## src/rtl/shift_pkg.sv

```systemverilog
// Shared types for the universal shift register.
// Mode and FSM state encodings plus helpers.
package shift_pkg;

  typedef enum logic [2:0] {
    M_HOLD = 3'b000,
    M_LOAD = 3'b001,
    M_SHL  = 3'b010,
    M_SHR  = 3'b011,
    M_ROL  = 3'b100,
    M_ROR  = 3'b101
  } mode_t;

  localparam logic [2:0] M_RSV0 = 3'b110;
  localparam logic [2:0] M_RSV1 = 3'b111;

  typedef enum logic [1:0] {
    IDLE = 2'b00,
    RUN  = 2'b01,
    DONE = 2'b10
  } state_t;

  function automatic logic is_shift(
    input logic [2:0] m
  );
    return (m == M_SHL) || (m == M_SHR) ||
           (m == M_ROL) || (m == M_ROR);
  endfunction

endpackage

```

## src/rtl/shift_core.sv

```systemverilog
// Next-value function of the register.
// Shared by direct mode and burst engine.
module shift_core
  import shift_pkg::*;
#(
  parameter int WIDTH = 8
) (
  input  logic [WIDTH-1:0] po,
  input  logic [2:0]       mode,
  input  logic             sin_l,
  input  logic             sin_r,
  input  logic [WIDTH-1:0] pi,
  output logic [WIDTH-1:0] nxt
);

  // Select the new register value for the mode.
  always_comb begin
    nxt = po;
    case (mode)
      M_LOAD: nxt = pi;
      M_SHL:  nxt = {po[WIDTH-2:0], sin_r};
      M_SHR:  nxt = {sin_l, po[WIDTH-1:1]};
      M_ROL:  nxt = {po[WIDTH-2:0], po[WIDTH-1]};
      M_ROR:  nxt = {po[0], po[WIDTH-1:1]};
      default: nxt = po;
    endcase
  end

endmodule

```

## src/rtl/univ_shift_reg.sv

```systemverilog
// Universal shift register with burst engine.
// FSM, burst counter, latched mode, po register.
module univ_shift_reg
  import shift_pkg::*;
#(
  parameter int WIDTH = 8,
  parameter int CNT_W = $clog2(WIDTH + 1)
) (
  input  logic             clk,
  input  logic             reset,
  input  logic [2:0]       mode,
  input  logic [WIDTH-1:0] pi,
  input  logic             sin_l,
  input  logic             sin_r,
  input  logic             start,
  input  logic [CNT_W-1:0] shamt,
  output logic [WIDTH-1:0] po,
  output logic             sout_l,
  output logic             sout_r,
  output logic             busy,
  output logic             done
);

  state_t           state_q;
  state_t           state_d;
  logic [CNT_W-1:0] cnt_q;
  mode_t            lmode_q;
  logic [WIDTH-1:0] po_q;
  logic [WIDTH-1:0] po_nxt;
  logic [2:0]       core_mode;
  logic             accept;

  assign accept = (state_q == IDLE) && start &&
                  is_shift(mode);

  // Mode fed to the core: live, latched or hold.
  always_comb begin
    core_mode = M_HOLD;
    unique case (state_q)
      IDLE:    if (!accept) core_mode = mode;
      RUN:     core_mode = lmode_q;
      default: core_mode = M_HOLD;
    endcase
  end

  shift_core #(
    .WIDTH (WIDTH)
  ) u_core (
    .po    (po_q),
    .mode  (core_mode),
    .sin_l (sin_l),
    .sin_r (sin_r),
    .pi    (pi),
    .nxt   (po_nxt)
  );

  // State register.
  always_ff @(posedge clk) begin
    if (!reset) state_q <= IDLE;
    else        state_q <= state_d;
  end

  // Next-state logic.
  always_comb begin
    state_d = state_q;
    unique case (state_q)
      IDLE: begin
        if (accept) begin
          if (shamt != '0) state_d = RUN;
          else             state_d = DONE;
        end
      end
      RUN: begin
        if (cnt_q == CNT_W'(1)) state_d = DONE;
      end
      DONE:    state_d = IDLE;
      default: state_d = IDLE;
    endcase
  end

  // Status outputs decoded from registered state.
  always_comb begin
    busy = 1'b0;
    done = 1'b0;
    unique case (state_q)
      RUN:     busy = 1'b1;
      DONE:    done = 1'b1;
      default: ;
    endcase
  end

  // Burst counter and latched shift mode.
  always_ff @(posedge clk) begin
    if (!reset) begin
      cnt_q   <= '0;
      lmode_q <= M_HOLD;
    end else if (accept) begin
      cnt_q   <= shamt;
      lmode_q <= mode_t'(mode);
    end else if (state_q == RUN) begin
      cnt_q   <= cnt_q - CNT_W'(1);
    end
  end

  // Data register; core returns po on hold cycles.
  always_ff @(posedge clk) begin
    if (!reset) po_q <= '0;
    else        po_q <= po_nxt;
  end

  assign po     = po_q;
  assign sout_l = po_q[WIDTH-1];
  assign sout_r = po_q[0];

endmodule
```

## config.mk

```make
export PLATFORM = sky130hd
export DESIGN_NAME = univ_shift_reg
export DESIGN_NICKNAME = d
export VERILOG_FILES = /design/src/rtl/shift_pkg.sv /design/src/rtl/shift_core.sv /design/src/rtl/univ_shift_reg.sv
export SDC_FILE = /design/constraint.sdc
export NUM_CORES = 1
export LEC_CHECK = 0
export ABC_AREA = 1
export ABC_CLOCK_PERIOD_IN_PS = 3600
export CORE_AREA = 3 3 66 68
export CTS_BUF_LIST = sky130_fd_sc_hd__clkbuf_16
export DETAILED_ROUTE_END_ITERATION = 8
export DIE_AREA = 0 0 69 71
export GPL_ROUTABILITY_DRIVEN = 0
export HOLD_SLACK_MARGIN = 0.12
export SYNTH_ARGS = -nofsm -noshare
export SYNTH_HDL_FRONTEND = slang
export SYNTH_SLANG_ARGS = --single-unit
```

## constraint.sdc

```tcl
create_clock -name clk -period 3.6 [get_ports clk]
set_clock_uncertainty 0.2 [all_clocks]
set_input_delay 0.54 -clock clk [delete_from_list [all_inputs] [get_ports clk]]
set_output_delay 0.54 -clock clk [all_outputs]
set_load 0.005 [all_outputs]
```

==> results.yml, run 1 <==
run_status:
  status: "finished clean"
setup_path:
  start_kind: "input port"
  crit_type: "input port to register"
  cp_max_fo: 11
  reg2reg_slack_ns: 1.69
  worst_path_max_delay_cell: "clkdlybuf4s50_1"
  endpoint_kind: "register"
  crit_required_ns: 3.57
  critPathMaxStageDelay_ns: 0.58
  crit_chain: "clkdlybuf4s50_1 -> inv_1 -> nand2_1 -> nand2_1 -> nand2_4 -> nand3_2 -> nand2_2 -> nand2_2 -> o21ai_0 -> nand2_1 -> a21oi_1"
  path_common_cell: "nand2_1"
  arrival_ns: 2.29
  reg2regPathDepth: 11
placement:
  dp_hpwl_um: 2200
  numPortBuffers: 31
  dpl-instance-area_um2: 1480
sta:
  period_share: 0.642
  whs_ns: 0.278
  fmaxAchievable_ghz: 0.433
  finalMaxSlewViolations: 0
  tightest_slew_ns: 0.409
  slew_headroom: 0.727
  period_minus_slack_ns: 2.31
  finalHoldViolations: 0
  rsz0062_at_grt: "false"
  fin_tns_setup_ns: 0
  setup_viol: 0
layout:
  drive_above_1_share: 0.127
  finish.instance_area_um2: 1560
  area_growth_pct: 37.1
  final_cell_mix: "49 x nand2_1, 31 x clkdlybuf4s50_1, 19 x inv_1"
  fin_nets: 228
  diodes: 0
  final_common_cell: "nand2_1"
clock_network:
  tritoncts: "done"
  cts.sinks: 17
  cts.repair.resized: 0
  postCtsHoldBufs: 0
  cts_root_buf: "clkbuf_16"
  cts.path.max_buffers: 2
  clkTransAtPathRegs_ns: 0.05
  post-cts-setup-buffers: 0
  clock_latency_ns: 0.25
  htreeDepth: 1
  cts_buffers: 3
floorplanning:
  rows: 23
  dieArea_um2: 4900
  die_h_um: 71
  core_um2: 3910
  start_util: 0.291
  ioPinCount: 32
  die_x_um: 69
power_and_ir_drop:
  max-vdd-ir-drop_uv: 158
  comb_power_share: 0.323
  p_leak_nw: 0.667
  power_frac_seq: 0.348
  p_sw_frac: 0.319
  switchingPower_mw: 0.218
  p_int_mw: 0.465
  clockPowerShare: 0.329
  finalPower_mw: 0.683
  power_density_nw_per_um2: 438
synth:
  postSynthNetCount: 196
  ys_types: 24
  yosysWarnings: 0
  synth_edf_count: 0
  synth_seq_cells: 17
  ys_seq_area_frac: 0.299
  synth_flop_cell: "dfxtp_1"
  synthTopCellsByArea: "dfxtp_1 30%, nand2_1 16%, nand3_1 6.6%"
  avgSynthCellArea_um2: 6.54
  ys_async_sr_fraction: 0
  synthCells: 174
  synth_top_area_share: 0.299
  yosysTopAreaCell: "dfxtp_1"
  netlist_area_um2: 1140
flow_run:
  cap_violations: 0
global_routing:
  grt_max_degree: 12
  use_met1: 0.153
  grt_overflow: 0
  track_usage: 0.121
  busiest_layer: "met2"
  antenna_found_initial: 0
  grtUsageMet2: 0.196
  grt.met3_usage: 0.0213
  grt_pass1_vias: 1091
  grt_first_pass_wirelength_um: 4870
detailed_routing:
  first_pass_iters: 4
  wl_per_cell_um: 11.4
  routed_wl_um: 2900
  antenna_left: 0
  drc: 0
  viasPerCell: 4.75
  first_iter_violations: 68
  vias: 1210
min_path:
  min_path_cells: 2
  hold_path.class: "register to register"
## final timing paths
| kind | end | startpoint |
|---|---|---|
| setup / recovery | po[4] | mode[2] |
| hold / removal | lmode_q[1] | lmode_q[1] |
| setup reg to reg | po[4] | state_q[0] |
| hold reg to reg | lmode_q[1] | lmode_q[1] |
## routing by layer
metal,wire length (um),share of wire
met1,1330,0.46
met2,1330,0.46
met3,183,0.063
met4,55,0.019
met5,0,0
## power by group through the flow
| stage | clock network (mW) | registers, mW | logic [mW] |
|---|---|---|---|
| after floorplan | 0 | 0.237 | 0.138 |
| after global placement | 0 | 0.243 | 0.220 |
| after detailed placement | 0 | 0.242 | 0.220 |
| after CTS | 0.227 | 0.238 | 0.222 |
| after global routing | 0.235 | 0.242 | 0.249 |
| final | 0.225 | 0.238 | 0.221 |
## synth_stat cells (2+ instances only)
cell type	count
nand2_1	49
inv_1	18
dfxtp_1	17
nand3_1	15
a21oi_1	13
nor2_1	12
o21ai_0	11
nand2_2	6
nand2_4	5
o21ai_1	5
inv_2	4
a221oi_1	2
a31oi_1	2
buf_4	2
ha_1	2
nor2_4	2
o211ai_2	2
## kinds of logic (layout without fill, tap and decap cells)
| family | after synthesis | in the layout | share of synthesized area |
|---|---|---|---|
| and+or+nand+nor | 91 | 91 | 0.384 |
| AOI/OAI and AO/OA | 36 | 36 | 0.183 |
| buffers and inverters | 28 | 59 | 0.112 |
| DFF | 17 | 17 | 0.299 |
| adders and majority gates | 2 | 2 | 0.0220 |
## worst max-delay path, delay by kind of cell
kind | cells | cell delay (ns)
AOI/OAI and AO/OA | 2 | 0.31
and+or+nand+nor | 7 | 0.78
buffers and inverters | 2 | 0.65
## flip-flops by register name (all words and copies together) (netlist names)
register / cells
state_q: 2
po: 8
lmode_q: 3
cnt_q: 4
## final cells by class
| class | count | area [um^2] |
|---|---|---|
| sequential | 17 | 340 |
| clock inverter | 1 | 3.75 |
| multi-input combinational | 129 | 669 |
| timing repair buffer | 31 | 310 |
| tap | 50 | 62.6 |
| inverter | 24 | 97.6 |
| fill | 435 | 2350 |
| clock buffer | 3 | 75.1 |
## stage by stage
stage / worst slack (ns) / std cells / utilization
after CTS: 1.28 / 255 / 0.398
final: 1.29 / 255 / 0.398
after floorplan: 1.93 / 174 / -
after global routing: 1.13 / 255 / 0.398
after global placement: 1.09 / 251 / 0.378
after detailed placement: 1.04 / 251 / 0.378
(Power assumes the default switching activity.)
==> run 2, diff against run 1 <==
--- a/config.mk
+++ b/config.mk
@@ -6,7 +6,7 @@
 export NUM_CORES = 1
 export LEC_CHECK = 0
 export ABC_AREA = 1
-export ABC_CLOCK_PERIOD_IN_PS = 3600
+export ABC_CLOCK_PERIOD_IN_PS = 2100
 export CORE_AREA = 3 3 66 68
 export CTS_BUF_LIST = sky130_fd_sc_hd__clkbuf_16
 export DETAILED_ROUTE_END_ITERATION = 8
==> constraint.sdc (replaced) <==
create_clock -name clk -period 2.1 [get_ports clk]
set_clock_uncertainty 0.2 [all_clocks]
set_input_delay 0.315 -clock clk [delete_from_list [all_inputs] [get_ports clk]]
set_output_delay 0.315 -clock clk [all_outputs]
set_load 0.005 [all_outputs]
==> run 2 against run 1 <==
Cell count up 3.9%. Wire length up 1.7%. Sequential power up 71%.
==> results.yml, run 2 (synthesized netlist as in run 1, its figures left out) <==
clock_network:
  post-cts-setup-buffers: 0
  htreeDepth: 1
  cts.path.max_buffers: 2
  clkTransAtPathRegs_ns: 0.05
  cts_root_buf: "clkbuf_16"
  cts_buffers: 3
  tritoncts: "done"
  clock_latency_ns: 0.25
  cts.sinks: 17
layout:
  final_cell_mix: "49 x nand2_1, 31 x clkdlybuf4s50_1, 19 x inv_1"
  drive_above_1_share: 0.172
  final_common_cell: "nand2_1"
  diodes: 0
  instances_no_fill: 265
  largest_reg_flops: 8
  area_growth_pct: 43.8
  fin_nets: 238
sta:
  rsz0062_at_grt: "false"
  finalHoldViolations: 0
  setup_viol: 0
  tightest_slew_ns: 0.381
  slew_headroom: 0.745
  whs_ns: 0.286
  period_share: 0.937
  period_minus_slack_ns: 1.97
  finalMaxSlewViolations: 0
  fmaxAchievable_ghz: 0.508
  fin_ws_ns: 0.133
floorplanning:
  dieArea_um2: 4900
  die_h_um: 71
  die_x_um: 69
  start_util: 0.291
  core_um2: 3910
  ioPinCount: 32
  rows: 23
power_and_ir_drop:
  power_density_nw_per_um2: 729
  max-vdd-ir-drop_uv: 247
  p_leak_nw: 0.715
global_routing:
  grt_pass1_vias: 1180
  grt_overflow: 0
  track_usage: 0.126
  grt_first_pass_wirelength_um: 5080
  antenna_found_initial: 0
  grt_max_degree: 12
detailed_routing:
  drc: 0
  vias: 1198
  viasPerCell: 4.52
  first_pass_iters: 4
  wl_per_cell_um: 11.1
  first_iter_violations: 61
  antenna_left: 0
  routed_wl_um: 2950
placement:
  dp_hpwl_um: 2300
  detailedPlace.worstSlack_ns: -0.00687
  numPortBuffers: 31
  dp_cells: 261
setup_path:
  endpoint_kind: "output pin"
  crit_type: "register to output pin"
  start_kind: "register"
  crit_required_ns: 1.58
  arrival_ns: 1.45
  cp_max_fo: 4
min_path:
  hold_path.class: "register to register"
run_status:
  status: "finished clean"
flow_run:
  cap_violations: 0
## run 2: cell count changes in the layout (fill, tap and decap cells not counted), sizes merged
cell,change
buf,+10
## run 2: path summary, 6_finish.rpt
path / from / to / slack, ns / depth (start not counted)
min reg2reg: cnt_q[3] / cnt_q[3] / 0.29 / 2
min: cnt_q[3] / cnt_q[3] / 0.29 / 2
max: state_q[1] / done / 0.13 / 3
max reg2reg: state_q[1] / po[2] / 0.32 / 11
## run 2: power breakdown
part	total [mW]	leakage [nW]	internal (mW)	switching, mW
Clock	0.382	0.0423	0.253	0.129
Sequential	0.407	0.141	0.366	0.0411
Combinational	0.404	0.532	0.198	0.206
Total	1.19	0.715	0.816	0.376
## run 2: final cells by class
| class | count | area, um^2 |
|---|---|---|
| Clock buffer | 3 | 75.1 |
| Clock inverter | 1 | 3.75 |
| Fill cell | 443 | 2280 |
| Inverter | 24 | 97.6 |
| Multi-Input combinational cell | 129 | 669 |
| Sequential cell | 17 | 342 |
| Tap cell | 50 | 62.6 |
| Timing Repair Buffer | 41 | 385 |
## run 2: repair_timing
item                                    4_1_cts  5_1_grt
endpoints found under the setup margin        0        1
resized for setup                             0        1
hold buffers                                  0        0
## run 2: stage by stage
step / total power [mW] / area [um^2] / setup TNS, ns / utilization
floorplan: 0.643 / 1140 / 0 / -
global placement: 0.817 / 1560 / 0 / 0.397
detailed placement: 0.816 / 1560 / -0.0107 / 0.397
CTS: 1.20 / 1630 / 0 / 0.418
global route: 1.27 / 1640 / 0 / 0.418
finish: 1.19 / 1640 / 0 / 0.418
## run 2: worst max-delay path, cell delays in order, from the launching register on
cell,delay (ns)
dfxtp_1,0.46
inv_1,0.12
nor2_1,0.12
clkdlybuf4s50_1,0.51
## run 2: layer usage
layer	wire length, um	global-route usage
met5	0	0
met4	36	0.0456
met3	122	0.0213
met2	1330	0.198
met1	1460	0.173
==> run 3, diff against run 2 <==
--- a/config.mk
+++ b/config.mk
@@ -9,10 +9,12 @@
 export ABC_CLOCK_PERIOD_IN_PS = 2100
 export CORE_AREA = 3 3 66 68
 export CTS_BUF_LIST = sky130_fd_sc_hd__clkbuf_16
+export CTS_CLUSTER_DIAMETER = 100
 export DETAILED_ROUTE_END_ITERATION = 8
 export DIE_AREA = 0 0 69 71
 export GPL_ROUTABILITY_DRIVEN = 0
 export HOLD_SLACK_MARGIN = 0.12
+export SETUP_SLACK_MARGIN = 0.3
 export SYNTH_ARGS = -nofsm -noshare
 export SYNTH_HDL_FRONTEND = slang
 export SYNTH_SLANG_ARGS = --single-unit
==> run 3 against run 2 <==
First-iteration DRC count increased by 21%. Setup slack improved by 0.27 ns. Largest power group is now combinational logic. Count of clock-buffer cells in the layout unchanged. Wire length increased by 4.7%. Sequential power about the same. Worst hold slack about the same. Cell area increased by 5.1%. Sequential share of layout area decreased by 0.65 points. Register-to-register slack improved by 0.08 ns. Cell count increased by 1.9%.
==> results.yml, run 3 (synthesized netlist as in run 1, its figures left out) <==
detailed_routing:
  first_pass_iters: 4
  first_iter_violations: 74
  antenna_left: 0
  viasPerCell: 4.58
  vias: 1236
  drc: 0
  routed_wl_um: 3090
  wl_per_cell_um: 11.4
setup_path:
  reg2reg_slack_ns: 0.40
  r2r_end: "po[2]"
  start_kind: "register"
  endpoint_kind: "register"
  crit_type: "register to register"
  crit_chain: "nor2_4 -> nand2_2 -> inv_2 -> nand2_4 -> nand3_4 -> nand2_4 -> buf_6 -> nand2_1 -> o21ai_1 -> o21ai_1 -> a21oi_1"
  critPathMaxStageDelay_ns: 0.36
  reg2regPathDepth: 11
  r2r-start: "state_q[0]"
  crit_required_ns: 2.02
  worst_path_max_delay_cell: "dfxtp_4"
  arrival_ns: 1.61
  cp_max_fo: 6
global_routing:
  grt_pass1_vias: 1226
  antenna_found_initial: 0
  grt_first_pass_wirelength_um: 5300
  grt_overflow: 0
  track_usage: 0.131
  grt_max_degree: 12
placement:
  numPortBuffers: 31
  detailedPlace.worstSlack_ns: -0.00687
  dp_hpwl_um: 2300
  dpl-instance-area_um2: 1560
sta:
  fin_tns_setup_ns: 0
  fin_ws_ns: 0.400
  period_minus_slack_ns: 1.70
  finalMaxSlewViolations: 0
  setup_viol: 0
  rsz0062_at_grt: "true"
  period_share: 0.809
  fmaxAchievable_ghz: 0.588
  finalHoldViolations: 0
  tightest_slew_ns: 0.387
  slew_headroom: 0.742
layout:
  final_cell_mix: "47 x nand2_1, 26 x clkdlybuf4s50_1, 18 x inv_1"
  drive_above_1_share: 0.214
  regArea_um2: 348
  diodes: 0
  area_growth_pct: 51.2
  finish.instance_area_um2: 1720
  final_util: 0.439
  fin_nets: 243
  final_common_cell: "nand2_1"
  largest_reg_flops: 8
  multi_input_area_um2: 709
  fill_cells: 432
clock_network:
  clkTransAtPathRegs_ns: 0.05
  cts_buffers: 3
  cts.path.max_buffers: 2
  cts_root_buf: "clkbuf_16"
  cts.sinks: 17
  htreeDepth: 1
  clock_latency_ns: 0.25
  tritoncts: "done"
floorplanning:
  core_um2: 3910
  dieArea_um2: 4900
  start_util: 0.291
  ioPinCount: 32
  die_h_um: 71
  die_x_um: 69
  rows: 23
flow_run:
  cap_violations: 0
min_path:
  hold_path.class: "register to register"
  hp-start: "cnt_q[3]"
  hold_end: "cnt_q[3]"
  min_path_cells: 2
run_status:
  status: "finished clean"
power_and_ir_drop:
  p_leak_nw: 0.770
  max-vdd-ir-drop_uv: 258
  power_density_nw_per_um2: 714
  finalPower_mw: 1.23
## run 3: repair_timing
item	4_1_cts	5_1_grt
hold buffers	0	0
setup buffers	1	3
pin swaps	9	4
gates cloned	1	0
gates resized for setup	15	7
setup endpoints to repair	10	8
hold endpoints to repair	0	0
## run 3: worst max-delay path, delay by kind of cell (launching register included)
family                 cells  cell delay [ns]
AND/OR/NAND/NOR            6             0.53
buffers and inverters      2             0.21
flip-flops                 1             0.36
AO/OA/AOI/OAI              3             0.28
## run 3: worst max path at each step
stage	startpoint	endpoint	slack (ns)
3_3_place_gp	start	po[7]	0.01
3_5_place_dp	mode[2]	po[2]	-0.007
6_report	state_q[0]	po[2]	0.40
5_1_grt	state_q[0]	po[7]	0.29
4_1_cts	state_q[0]	busy	0.28
2_1_floorplan	state_q[1]	po[1]	0.52
## run 3: where the power goes
part,total (mW),internal [mW],switching (mW)
logic,0.441,0.218,0.223
registers,0.404,0.364,0.0392
clock network,0.382,0.253,0.129
## run 3: stage by stage
step,hold WS (ns),cells
final,0.286,270
after global routing,0.300,270
after CTS,0.287,267
after detailed placement,0.277,261
after global placement,0.271,261
after floorplan,0.244,174
## run 3: final cells by class
| class | count | area share |
|---|---|---|
| Tap cell | 50 | 0.0364 |
| Timing Repair Buffer | 45 | 0.245 |
| Sequential cell | 17 | 0.202 |
| Clock inverter | 1 | 0.00218 |
| Multi-Input combinational cell | 130 | 0.413 |
| Clock buffer | 3 | 0.0437 |
| Inverter | 24 | 0.0582 |
## run 3: per-layer routing
layer | wire, um | GRT usage
met2 | 1390 | 0.212
met4 | 36 | 0.0456
met3 | 91 | 0.0213
met1 | 1570 | 0.176
met5 | 0 | 0
